File: config.mk
export PLATFORM = sky130hd
export DESIGN_NAME = restore_div
export DESIGN_NICKNAME = d
export VERILOG_FILES = /design/src/rtl/restore_div.sv
export SDC_FILE = /design/constraint.sdc
export NUM_CORES = 1
export LEC_CHECK = 0
export CORE_ASPECT_RATIO = 0.5
export CORE_MARGIN = 3
export CORE_UTILIZATION = 30
export CTS_BUF_LIST = sky130_fd_sc_hd__clkbuf_8
export CTS_CLUSTER_SIZE = 28
export DETAILED_ROUTE_END_ITERATION = 8
export PLACE_DENSITY_LB_ADDON = 0.1
export SETUP_SLACK_MARGIN = 0.3
export SLEW_MARGIN = 10
export SYNTH_ARGS = -nofsm -noshare
export SYNTH_HDL_FRONTEND = slang
export SYNTH_SLANG_ARGS = --single-unit
export TNS_END_PERCENT = 10
File: constraint.sdc
create_clock -name clk -period 2.6 [get_ports clk]
set_input_delay 0.39 -clock clk [delete_from_list [all_inputs] [get_ports clk]]
set_output_delay 0.39 -clock clk [all_outputs]
set_load 0.03 [all_outputs]
File: src/rtl/restore_div.sv
// restore_div: iterative restoring divider producing one quotient bit per clock
module restore_div #(
  parameter int DW = 8,
  parameter int VW = 4
) (
  input  logic          clk,
  input  logic          reset,
  input  logic          start,
  input  logic [DW-1:0] dividend,
  input  logic [VW-1:0] divisor,
  output logic          busy,
  output logic          done,
  output logic [DW-1:0] quotient,
  output logic [VW-1:0] remainder,
  output logic          dbz
);
  localparam int CW = $clog2(DW + 1);
  typedef enum logic [1:0] {IDLE, CALC, DONE} state_t;
  state_t        r_state, w_next;
  logic [CW-1:0] r_cnt;
  logic [DW-1:0] r_dvd, r_q;
  logic [VW-1:0] r_dvs, r_pr, r_r, w_pr_next;
  logic          r_dbz, w_ge;
  logic [VW:0]   w_trial;
  assign w_trial   = {r_pr, r_dvd[DW-1]};
  assign w_ge      = w_trial >= {1'b0, r_dvs};
  assign w_pr_next = w_ge ? VW'(w_trial - {1'b0, r_dvs}) : w_trial[VW-1:0];
  assign busy      = r_state != IDLE;
  assign done      = r_state == DONE;
  assign quotient  = r_q;
  assign remainder = r_r;
  assign dbz       = r_dbz;
  // state register
  always_ff @(posedge clk) begin
    if (reset) r_state <= IDLE;
    else r_state <= w_next;
  end
  // next state: zero divisor skips straight to DONE, otherwise DW shift-subtract steps
  always_comb begin
    w_next = IDLE;
    if (r_state == IDLE) w_next = start ? (divisor == '0 ? DONE : CALC) : IDLE;
    else if (r_state == CALC) w_next = r_cnt == CW'(1) ? DONE : CALC;
  end
  // operand capture, shift-subtract datapath and result registers updated on DONE entry
  always_ff @(posedge clk) begin
    if (reset) begin
      r_cnt <= '0;
      r_dvd <= '0;
      r_dvs <= '0;
      r_pr  <= '0;
      r_q   <= '0;
      r_r   <= '0;
      r_dbz <= 1'b0;
    end else if (r_state == IDLE && start) begin
      r_cnt <= CW'(DW);
      r_dvd <= dividend;
      r_dvs <= divisor;
      r_pr  <= '0;
      if (divisor == '0) begin
        r_q   <= '1;
        r_r   <= '0;
        r_dbz <= 1'b1;
      end
    end else if (r_state == CALC) begin
      r_cnt <= r_cnt - CW'(1);
      r_dvd <= {r_dvd[DW-2:0], w_ge};
      r_pr  <= w_pr_next;
      if (r_cnt == CW'(1)) begin
        r_q   <= {r_dvd[DW-2:0], w_ge};
        r_r   <= w_pr_next;
        r_dbz <= 1'b0;
      end
    end
  end
endmodule

==> impl_metrics.toml, run 1 <==
[outcome]
status = "complete, no violations"

[clock_tree]
cts_sinks = 35
cts_resized = 0
ctsHoldBuffers = 0
cts-htree-levels = 2
cts_setup_buffers = 0
clk_path_buf_depth = 2
cts_tree = "done"
root_buffer = "clkbuf_8"
clk_pin_slew_ns = 0.07
numCtsBuffers = 5
insertion_delay_ns = 0.28

[timing]
final.setup_skew_ns = 0.00493
worstMarginPinSlew_ns = 0.679
final_max_slew_viol_count = 0
fmax_mhz = 513
finalHoldViolCount = 0
relSlewSlack_pct = 54.7
period_share_pct = 75.0
finalSetupViolCount = 0
min_period_ns = 1.95
rsz0062_at_grt = "no"
tns_ns = 0

[power]
p_per_area_nw_per_um2 = 614
peakVddDrop_v = 0.000206
power.share.clock_pct = 33.2
p_sw_mw = 0.362
seqPwrFrac_pct = 46.4
cell_internal_pwr_mw = 0.925
power_mw = 1.29
swShare_pct = 28.1
p_comb_share_pct = 20.4
p_leak_nw = 0.764

[global_routing]
overflow = 0
grt_first_pass_wirelength_mm = 6.24
grt_pass1_vias = 1279
gr-usage-all-layers_pct = 12.6
grt_max_degree = 17
antenna_found_initial = 0

[worst_setup_path]
r2r-end = "remainder[1]"
required_ns = 2.80
start_kind = "register"
critPathMaxFanout = 5
reg2reg_slack_ns = 0.65
ff2ff_path_depth = 6
timing.setup.critical_path_class = "reg2reg"
r2r-start = "r_dvs[1]"
critPathCaptureType = "register"
crit_arrival_ns = 2.15

[yosys]
synth_compound_area_share_pct = 16.7
ys_top_cells_by_count = "dfxtp_1, nor2_1, nand2_1"
synthFlopType = "dfxtp_1"
synth_mux_area_share_pct = 2.00
synth_top_family_by_area = "simple AND/OR/NAND/NOR gates"
synth-xor-area-share_pct = 2.15
seq_area_frac_synth_pct = 43.0
synth_top_cell_area_share_pct = 43.0
ys_types = 37
synth_edf_count = 0
synth-adder-area-share_pct = 5.83
avgSynthCellArea_sq_um = 8.49
synth.top_cells.by_area = "dfxtp_1, nor2_1, nand2_1, ha_1, a311oi_1"
yosys_warnings = 0
synth_seq_cells = 35
mappedNetlistArea_sq_um = 1630
yosys.area_share.simple_pct = 25.1
synth-async-reset-ratio_pct = 0
synth_nets = 214
yosysTopAreaCell = "dfxtp_1"
synthCells = 192

[min_path]
worstHoldEndpoint = "remainder[0]"
hold_start = "remainder[0]"
hold_class = "reg2reg"
whs_path_depth = 2

[detailed_routing]
ant_nets = 0
vias = 1360
drt-total-wl_mm = 3.75
first_pass_iters = 4
wl_per_cell_um = 12.8
viasPerCell = 4.63
drc = 0
first_iter_violations = 51

[floorplan]
fp.dieH_um = 58.1
die-area_sq_um = 6410
initial_core_util_pct = 32.0
rows = 18
chipWidth_um = 110
coreArea_sq_um = 5090
io_pins = 30

[finish]
fin_nets = 245
drive_gt1_share_pct = 11.6
area_delta_synth_final_pct = 28.5
diodes = 0
fin_util_pct = 41.2

[placement]
hpwl_mm = 2.76
io_buffers = 29
gp_congestion = 0.738

[run]
maxCapViolCount = 0
through the flow:
step                      instance area (sq um)  setup slack [ns]  std cells  hold slack, ns
after global placement                     1990             0.452        286           0.446
after detailed placement                   1990             0.407        286           0.453
after global routing                       2090             0.494        294           0.495
final                                      2090             0.650        294           0.464
after floorplan                            1630             0.885        192           0.436
after CTS                                  2090             0.632        294           0.470
layout by cell type, fill, tap and decap left out, drive strengths merged:
master,n
mux2i,1
o22ai,5
a22oi,1
dfxtp,35
nor4,2
clkbuf,7
a31oi,1
buf,5
mux2,2
a311oi,7
or3b,2
fa,1
or4,1
xnor2,3
a21oi,7
nand4b,1
a211o,1
o21ai,2
nor3,10
nand2,31
clkdlybuf4s50,29
nand2b,2
or2,4
xor2,1
a21boi,1
inv,10
nor2b,3
o31ai,6
a211oi,2
nor2,35
ha,6
power by group through the flow:
stage | clock (mW) | sequential [mW] | combinational, mW
6_report | 0.428 | 0.597 | 0.263
3_3_place_gp | 0 | 0.609 | 0.262
4_1_cts | 0.441 | 0.597 | 0.265
2_1_floorplan | 0 | 0.614 | 0.173
5_1_grt | 0.465 | 0.601 | 0.292
3_5_place_dp | 0 | 0.609 | 0.264
sequential cells by signal, indices dropped and copies added, names as in the netlist:
register,flops
r_cnt,4
remainder,4
dbz,1
r_dvs,4
quotient,8
r_state,2
r_pr,4
r_dvd,8
area by class of cell:
type	instances	area [sq um]
sequential	35	701
inverter	9	33.8
multi-input combinational	138	845
clock inverter	1	3.75
tap	70	87.6
clock buffer	7	96.3
fill	558	3000
timing repair buffer	34	328
per-layer routing:
metal  vias to the layer above  global-route usage, %  routed length, um
met5                         -                      0                  0
met4                         0                   3.33                 23
met3                         2                   4.34                131
met2                        13                   18.5               1610
met1                       629                   17.8               1980
li1                        716                      -                  -
worst max-delay path by stage:
stage,startpoint,endpoint,slack [ns]
3_5_place_dp,divisor[0],remainder[1],0.41
5_1_grt,r_dvs[2],remainder[0],0.49
2_1_floorplan,r_dvs[2],remainder[0],0.88
3_3_place_gp,divisor[0],remainder[2],0.45
4_1_cts,r_dvs[2],remainder[1],0.63
6_report,r_dvs[1],remainder[1],0.65
critical path: stages (launching register included):
cell and delay, ns:
dfxtp_1 0.41, inv_1 0.07, ha_1 0.31, o21ai_0 0.11
a31oi_2 0.38, mux2_2 0.41, o31ai_2 0.18
cells by family (layout without fill, tap and decap cells):
| group | count (synthesis) | after routing |
|---|---|---|
| simple gates | 91 | 91 |
| buf+inv | 19 | 51 |
| flops | 35 | 35 |
| xor+xnor | 4 | 4 |
| compound gates | 33 | 33 |
| mux | 3 | 3 |
| fa+ha+maj | 7 | 7 |
(Power assumes the default switching activity.)
==> inputs of run 2 (changes only) <==
==> constraint.sdc (replaced) <==
create_clock -name clk -period 1.7 [get_ports clk]
set_input_delay 0.255 -clock clk [delete_from_list [all_inputs] [get_ports clk]]
set_output_delay 0.255 -clock clk [all_outputs]
set_load 0.03 [all_outputs]
==> run 2 against run 1 <==
Compared with the run above: the run now ends with negative setup slack left; sequential power increased by 54%; fmax increased by 14%; clock-buffer cell count decreased by 1; final cell count increased by 6.8%; clock power increased by 81%; critical endpoint is now remainder[3]; highest routed layer unchanged.
==> impl_metrics.toml, run 2 (same netlist as run 1, synthesis figures left out) <==
[worst_setup_path]
reg2reg_slack_ns = -0.008
ff2ff_path_depth = 8
critPathMaxFanout = 4
start_kind = "register"
r2r-start = "r_dvs[2]"
critPathCaptureType = "register"
crit_arrival_ns = 1.90
required_ns = 1.90
startpoint = "r_dvs[2]"
timing.setup.critical_path_class = "reg2reg"
r2r-end = "remainder[3]"

[floorplan]
io_pins = 30
coreArea_sq_um = 5090
initial_core_util_pct = 32.0
fp.dieH_um = 58.1
rows = 18
chipWidth_um = 110
die-area_sq_um = 6410

[timing]
final.setup_skew_ns = 0.00761
period_share_pct = 100
relSlewSlack_pct = 77.5
setup_slack_ns = -0.00765
min_period_ns = 1.71
final_max_slew_viol_count = 0
tns_ns = -0.00765
worstMarginPinSlew_ns = 0.336
finalHoldViolCount = 0
rsz0062_at_grt = "yes"
finalSetupViolCount = 1
fmax_mhz = 586

[detailed_routing]
vias = 1459
viasPerCell = 4.65
wl_per_cell_um = 13.1
drt-total-wl_mm = 4.12
first_pass_iters = 4
ant_nets = 0
first_iter_violations = 55
drc = 0

[min_path]
hold_class = "in2reg"
whs_path_depth = 3
hold_start = "divisor[1]"
worstHoldEndpoint = "r_dvs[1]"

[global_routing]
grt_first_pass_wirelength_mm = 6.86
grt_max_degree = 17
antenna_found_initial = 0
overflow = 0
gr-usage-all-layers_pct = 13.7
grt_pass1_vias = 1439

[clock_tree]
clk_path_buf_depth = 2
cts-htree-levels = 2
insertion_delay_ns = 0.28
cts_tree = "done"
root_buffer = "clkbuf_8"
cts_sinks = 35
numCtsBuffers = 5
clk_pin_slew_ns = 0.07
ctsHoldBuffers = 0

[outcome]
status = "complete, but fails checks"
violations = "negative setup slack"

[finish]
nFillCells = 553
area_delta_synth_final_pct = 46.8
fin_nets = 265
diodes = 0
mostFrequentLayoutCells = "nand2_1, nor2_1, dfxtp_1"
seqCellArea_sq_um = 709
finalInstanceArea_sq_um = 2390
final_common_cell = "nand2_1"
multi_input_area_sq_um = 975
drive_gt1_share_pct = 32.0
final_cell_count_no_fill = 314

[power]
peakVddDrop_v = 0.000414
p_leak_nw = 0.983
p_per_area_nw_per_um2 = 927

[placement]
io_buffers = 29
place_inst = 305
dpl-instance-area_sq_um = 2170
gp_congestion = 0.787
hpwl_mm = 2.99

[run]
maxCapViolCount = 0
[run 2: worst max-delay path by stage]
stage                        end  cells after the start
global placement     quotient[7]                      6
CTS                 remainder[3]                      8
floorplan           remainder[0]                      7
global route        remainder[3]                      8
finish              remainder[3]                      8
detailed placement   quotient[3]                      6
[run 2: area by class of cell]
| class | count | share of cell area (%) |
|---|---|---|
| Multi-Input combinational cell | 138 | 40.7 |
| Tap cell | 70 | 3.66 |
| Clock inverter | 2 | 1.46 |
| Inverter | 9 | 1.41 |
| Clock buffer | 6 | 3.45 |
| Timing Repair Buffer | 54 | 19.7 |
| Sequential cell | 35 | 29.6 |
[run 2: routing by layer]
layer | share of wire, % | track usage, %
met1 | 51 | 19.1
met2 | 45 | 21.2
met3 | 3.2 | 3.89
met4 | 0.36 | 3.16
met5 | 0 | 0
[run 2: critical path, cell delays in order, from the launching register on]
cell      delay (ns)
dfxtp_2         0.34
inv_2           0.05
ha_4            0.26
buf_4           0.12
nand4b_1        0.11
o31ai_2         0.20
o31ai_1         0.11
a211o_1         0.28
o31ai_2         0.18
[run 2: timing repair]
| action | 4_1_cts | 5_1_grt |
|---|---|---|
| pin swaps | 18 | 7 |
| cloned | 0 | 0 |
| endpoints found under the setup margin | 42 | 29 |
| resized for setup | 41 | 19 |
| buffers inserted | 0 | 1 |
| hold endpoints to repair | 0 | 0 |
[run 2: per-stage QoR]
step | hold slack (ns) | setup slack [ns] | total power [mW] | util [%]
after global routing | 0.380 | -0.0754 | 2.33 | 47.0
after detailed placement | 0.450 | -0.160 | 1.42 | 42.7
after floorplan | 0.383 | 0.0751 | 1.22 | -
after CTS | 0.363 | -0.0356 | 2.21 | 45.6
final | 0.367 | -0.00765 | 2.22 | 47.0
after global placement | 0.448 | -0.124 | 1.42 | 42.7
[run 2: power breakdown]
group          internal, mW  switching (mW)
clock network         0.475           0.298
logic                 0.264           0.265
registers             0.876          0.0416
==> inputs of run 3 (changes only) <==
--- a/config.mk
+++ b/config.mk
@@ -5,10 +5,11 @@
 export SDC_FILE = /design/constraint.sdc
 export NUM_CORES = 1
 export LEC_CHECK = 0
+export ABC_AREA = 1
 export CORE_ASPECT_RATIO = 0.5
-export CORE_MARGIN = 3
 export CORE_UTILIZATION = 30
 export CTS_BUF_LIST = sky130_fd_sc_hd__clkbuf_8
+export CTS_CLUSTER_DIAMETER = 60
 export CTS_CLUSTER_SIZE = 28
 export DETAILED_ROUTE_END_ITERATION = 8
 export PLACE_DENSITY_LB_ADDON = 0.1
==> run 3 against run 2 <==
Compared with the run above: clock-buffer cell count unchanged; utilization down 4.9 points; the run now ends clean; routed wire length up 0.63%; first-iteration DRC count down 58%; critical path depth down 7; power down 3.9%; die area down 2.4%; design area down 1.6%; sequential share of layout area up 0.54 points; clock skew down 0.00065 ns.
==> impl_metrics.toml, run 3 <==
[finish]
mostFrequentLayoutCells = "nand2_1, dfxtp_1, inv_1"
finalInstanceArea_sq_um = 2350
fin_nets = 295
final_common_cell = "nand2_1"
diodes = 0
drive_gt1_share_pct = 22.0
area_delta_synth_final_pct = 32.5
fin_util_pct = 42.2

[clock_tree]
cts-htree-levels = 2
clk_path_buf_depth = 2
insertion_delay_ns = 0.28
cts_sinks = 35
cts_tree = "done"
root_buffer = "clkbuf_8"
numCtsBuffers = 5
clk_pin_slew_ns = 0.07

[timing]
tns_ns = 0
rsz0062_at_grt = "yes"
finalHoldViolCount = 0
finalSetupViolCount = 0
whs_ns = 0.456
final_max_slew_viol_count = 0
fmax_mhz = 644
final.setup_skew_ns = 0.00696
worstMarginPinSlew_ns = 0.420
min_period_ns = 1.55
period_share_pct = 91.3
relSlewSlack_pct = 71.9

[yosys]
avgSynthCellArea_sq_um = 7.63
ys_types = 30
synth-async-reset-ratio_pct = 0
seq_area_frac_synth_pct = 39.4
yosysTopAreaCell = "dfxtp_1"
yosys_warnings = 0
synthFlopType = "dfxtp_1"
mappedNetlistArea_sq_um = 1780
synth.top_cells.by_area = "dfxtp_1, nand2_1, inv_1, nor2_1, a21oi_1"
ys_top_cells_by_count = "nand2_1, dfxtp_1, inv_1"
synth_nets = 255
synth_top_cell_area_share_pct = 39.4
synth_edf_count = 0
synth_seq_cells = 35
synthCells = 233
yosysMostFrequentCell = "nand2_1"

[worst_setup_path]
critPathCaptureType = "primary output"
timing.setup.critical_path_class = "reg2out"
reg2reg_slack_ns = 0.22
startpoint = "quotient[0]"
crit_cells = 1
endpoint = "quotient[0]"
required_ns = 1.44
r2r-start = "r_pr[1]"
critPathMaxFanout = 2
cp_top_family = "buffers and inverters"
r2r-end = "r_pr[2]"
ff2ff_path_depth = 9
critical_path.n_buffers_inverters = 1
start_kind = "register"
cp_slowest_cell = "clkdlybuf4s50_1"
cpPeakStageDelay_ns = 0.68
path_cells = "clkdlybuf4s50_1"
crit_arrival_ns = 1.30

[global_routing]
grt_max_degree = 14
grt_first_pass_wirelength_mm = 7.03
gr-usage-all-layers_pct = 14.6
antenna_found_initial = 0
grt_pass1_vias = 1475
overflow = 0

[floorplan]
die-area_sq_um = 6250
initial_core_util_pct = 31.8
fp.dieH_um = 56.4
rows = 19
coreArea_sq_um = 5590
io_pins = 30
chipWidth_um = 111

[placement]
io_buffers = 29
gp_congestion = 0.856
hpwl_mm = 3.20
dpl-instance-area_sq_um = 2190

[power]
peakVddDrop_v = 0.000309
p_leak_nw = 1.05
power_mw = 2.13
p_per_area_nw_per_um2 = 905

[detailed_routing]
ant_nets = 0
wl_per_cell_um = 12.0
viasPerCell = 4.41
drt-total-wl_mm = 4.14
drc = 0
vias = 1525
first_pass_iters = 4
first_iter_violations = 23

[outcome]
status = "complete, no violations"

[min_path]
hold_class = "reg2reg"

[run]
maxCapViolCount = 0
-- run 3: cell count changes in the layout (fill, tap and decap cells not counted), moves of 5 or more --
cell,previous run,this run
inv_1,7,27
inv_2,2,7
a21oi_1,7,16
nand3_1,0,6
o21ai_1,2,7
a311oi_1,7,0
buf_4,23,11
nand2_1,31,38
o21ai_0,0,14
clkdlybuf4s50_1,11,25
nor3_2,6,0
dlygate4sd2_1,16,1
nand2_2,0,5
nor3_1,4,9
-- run 3: how the worst min path moves through the flow --
stage	from	endpoint	slack, ns	depth (start not counted)
floorplan	divisor[0]	r_dvs[0]	0.42	2
global placement	r_dvd[1]	r_dvd[1]	0.44	2
detailed placement	r_dvd[1]	r_dvd[1]	0.45	2
CTS	r_dvd[1]	r_dvd[1]	0.46	2
global route	r_dvd[1]	r_dvd[1]	0.49	2
finish	r_dvd[1]	r_dvd[1]	0.46	2
-- run 3: stage by stage --
stage | worst slack [ns] | instances
2_1_floorplan | 0.279 | 233
3_3_place_gp | 0.0788 | 336
3_5_place_dp | 0.0654 | 336
4_1_cts | 0.128 | 343
5_1_grt | 0.102 | 346
6_report | 0.147 | 346
-- run 3: kinds of logic after synthesis --
family | synth area share (%)
adder cells (fa/ha/maj) | 5.35
flip-flops | 39.4
AO/OA/AOI/OAI | 15.2
XOR/XNOR | 0.986
AND/OR/NAND/NOR | 28.7
buffers and inverters | 10.4
-- run 3: power by group --
part | total [mW] | switching, mW | internal (mW)
Sequential | 0.914 | 0.0327 | 0.881
Combinational | 0.606 | 0.359 | 0.247
Clock | 0.612 | 0.294 | 0.318
Total | 2.13 | 0.685 | 1.45
-- run 3: area by class of cell --
cell class / instances / area, sq um
Timing Repair Buffer: 40 / 370
Multi-Input combinational cell: 156 / 961
Tap cell: 73 / 91.3
Clock buffer: 6 / 82.6
Sequential cell: 35 / 711
Clock inverter: 1 / 5.00
Inverter: 35 / 134
Fill cell: 600 / 3230
-- run 3: worst reg2reg max path, cell delays in order, from the launching register on --
cell	delay, ns
dfxtp_4	0.36
ha_4	0.27
a21oi_4	0.14
nand2_1	0.08
nand2_2	0.12
nand2_4	0.09
nand2_2	0.09
nand2_2	0.06
o21ai_1	0.14
inv_1	0.05
-- run 3: what timing repair did --
action / CTS / global route
cloned: 0 / 0
setup endpoints to repair: 27 / 33
hold buffers: 0 / 0
gates resized for setup: 10 / 20
pin swaps: 0 / 5
setup buffers: 0 / 3
-- run 3: per-layer routing --
| layer | vias to the layer above | track usage (%) | share of wire (%) |
|---|---|---|---|
| met5 | - | 0 | 0 |
| met4 | 0 | 4.57 | 0.89 |
| met2 | 19 | 22.9 | 43 |
| met1 | 679 | 19.7 | 52 |
| li1 | 822 | - | - |
| met3 | 5 | 3.78 | 3.6 |
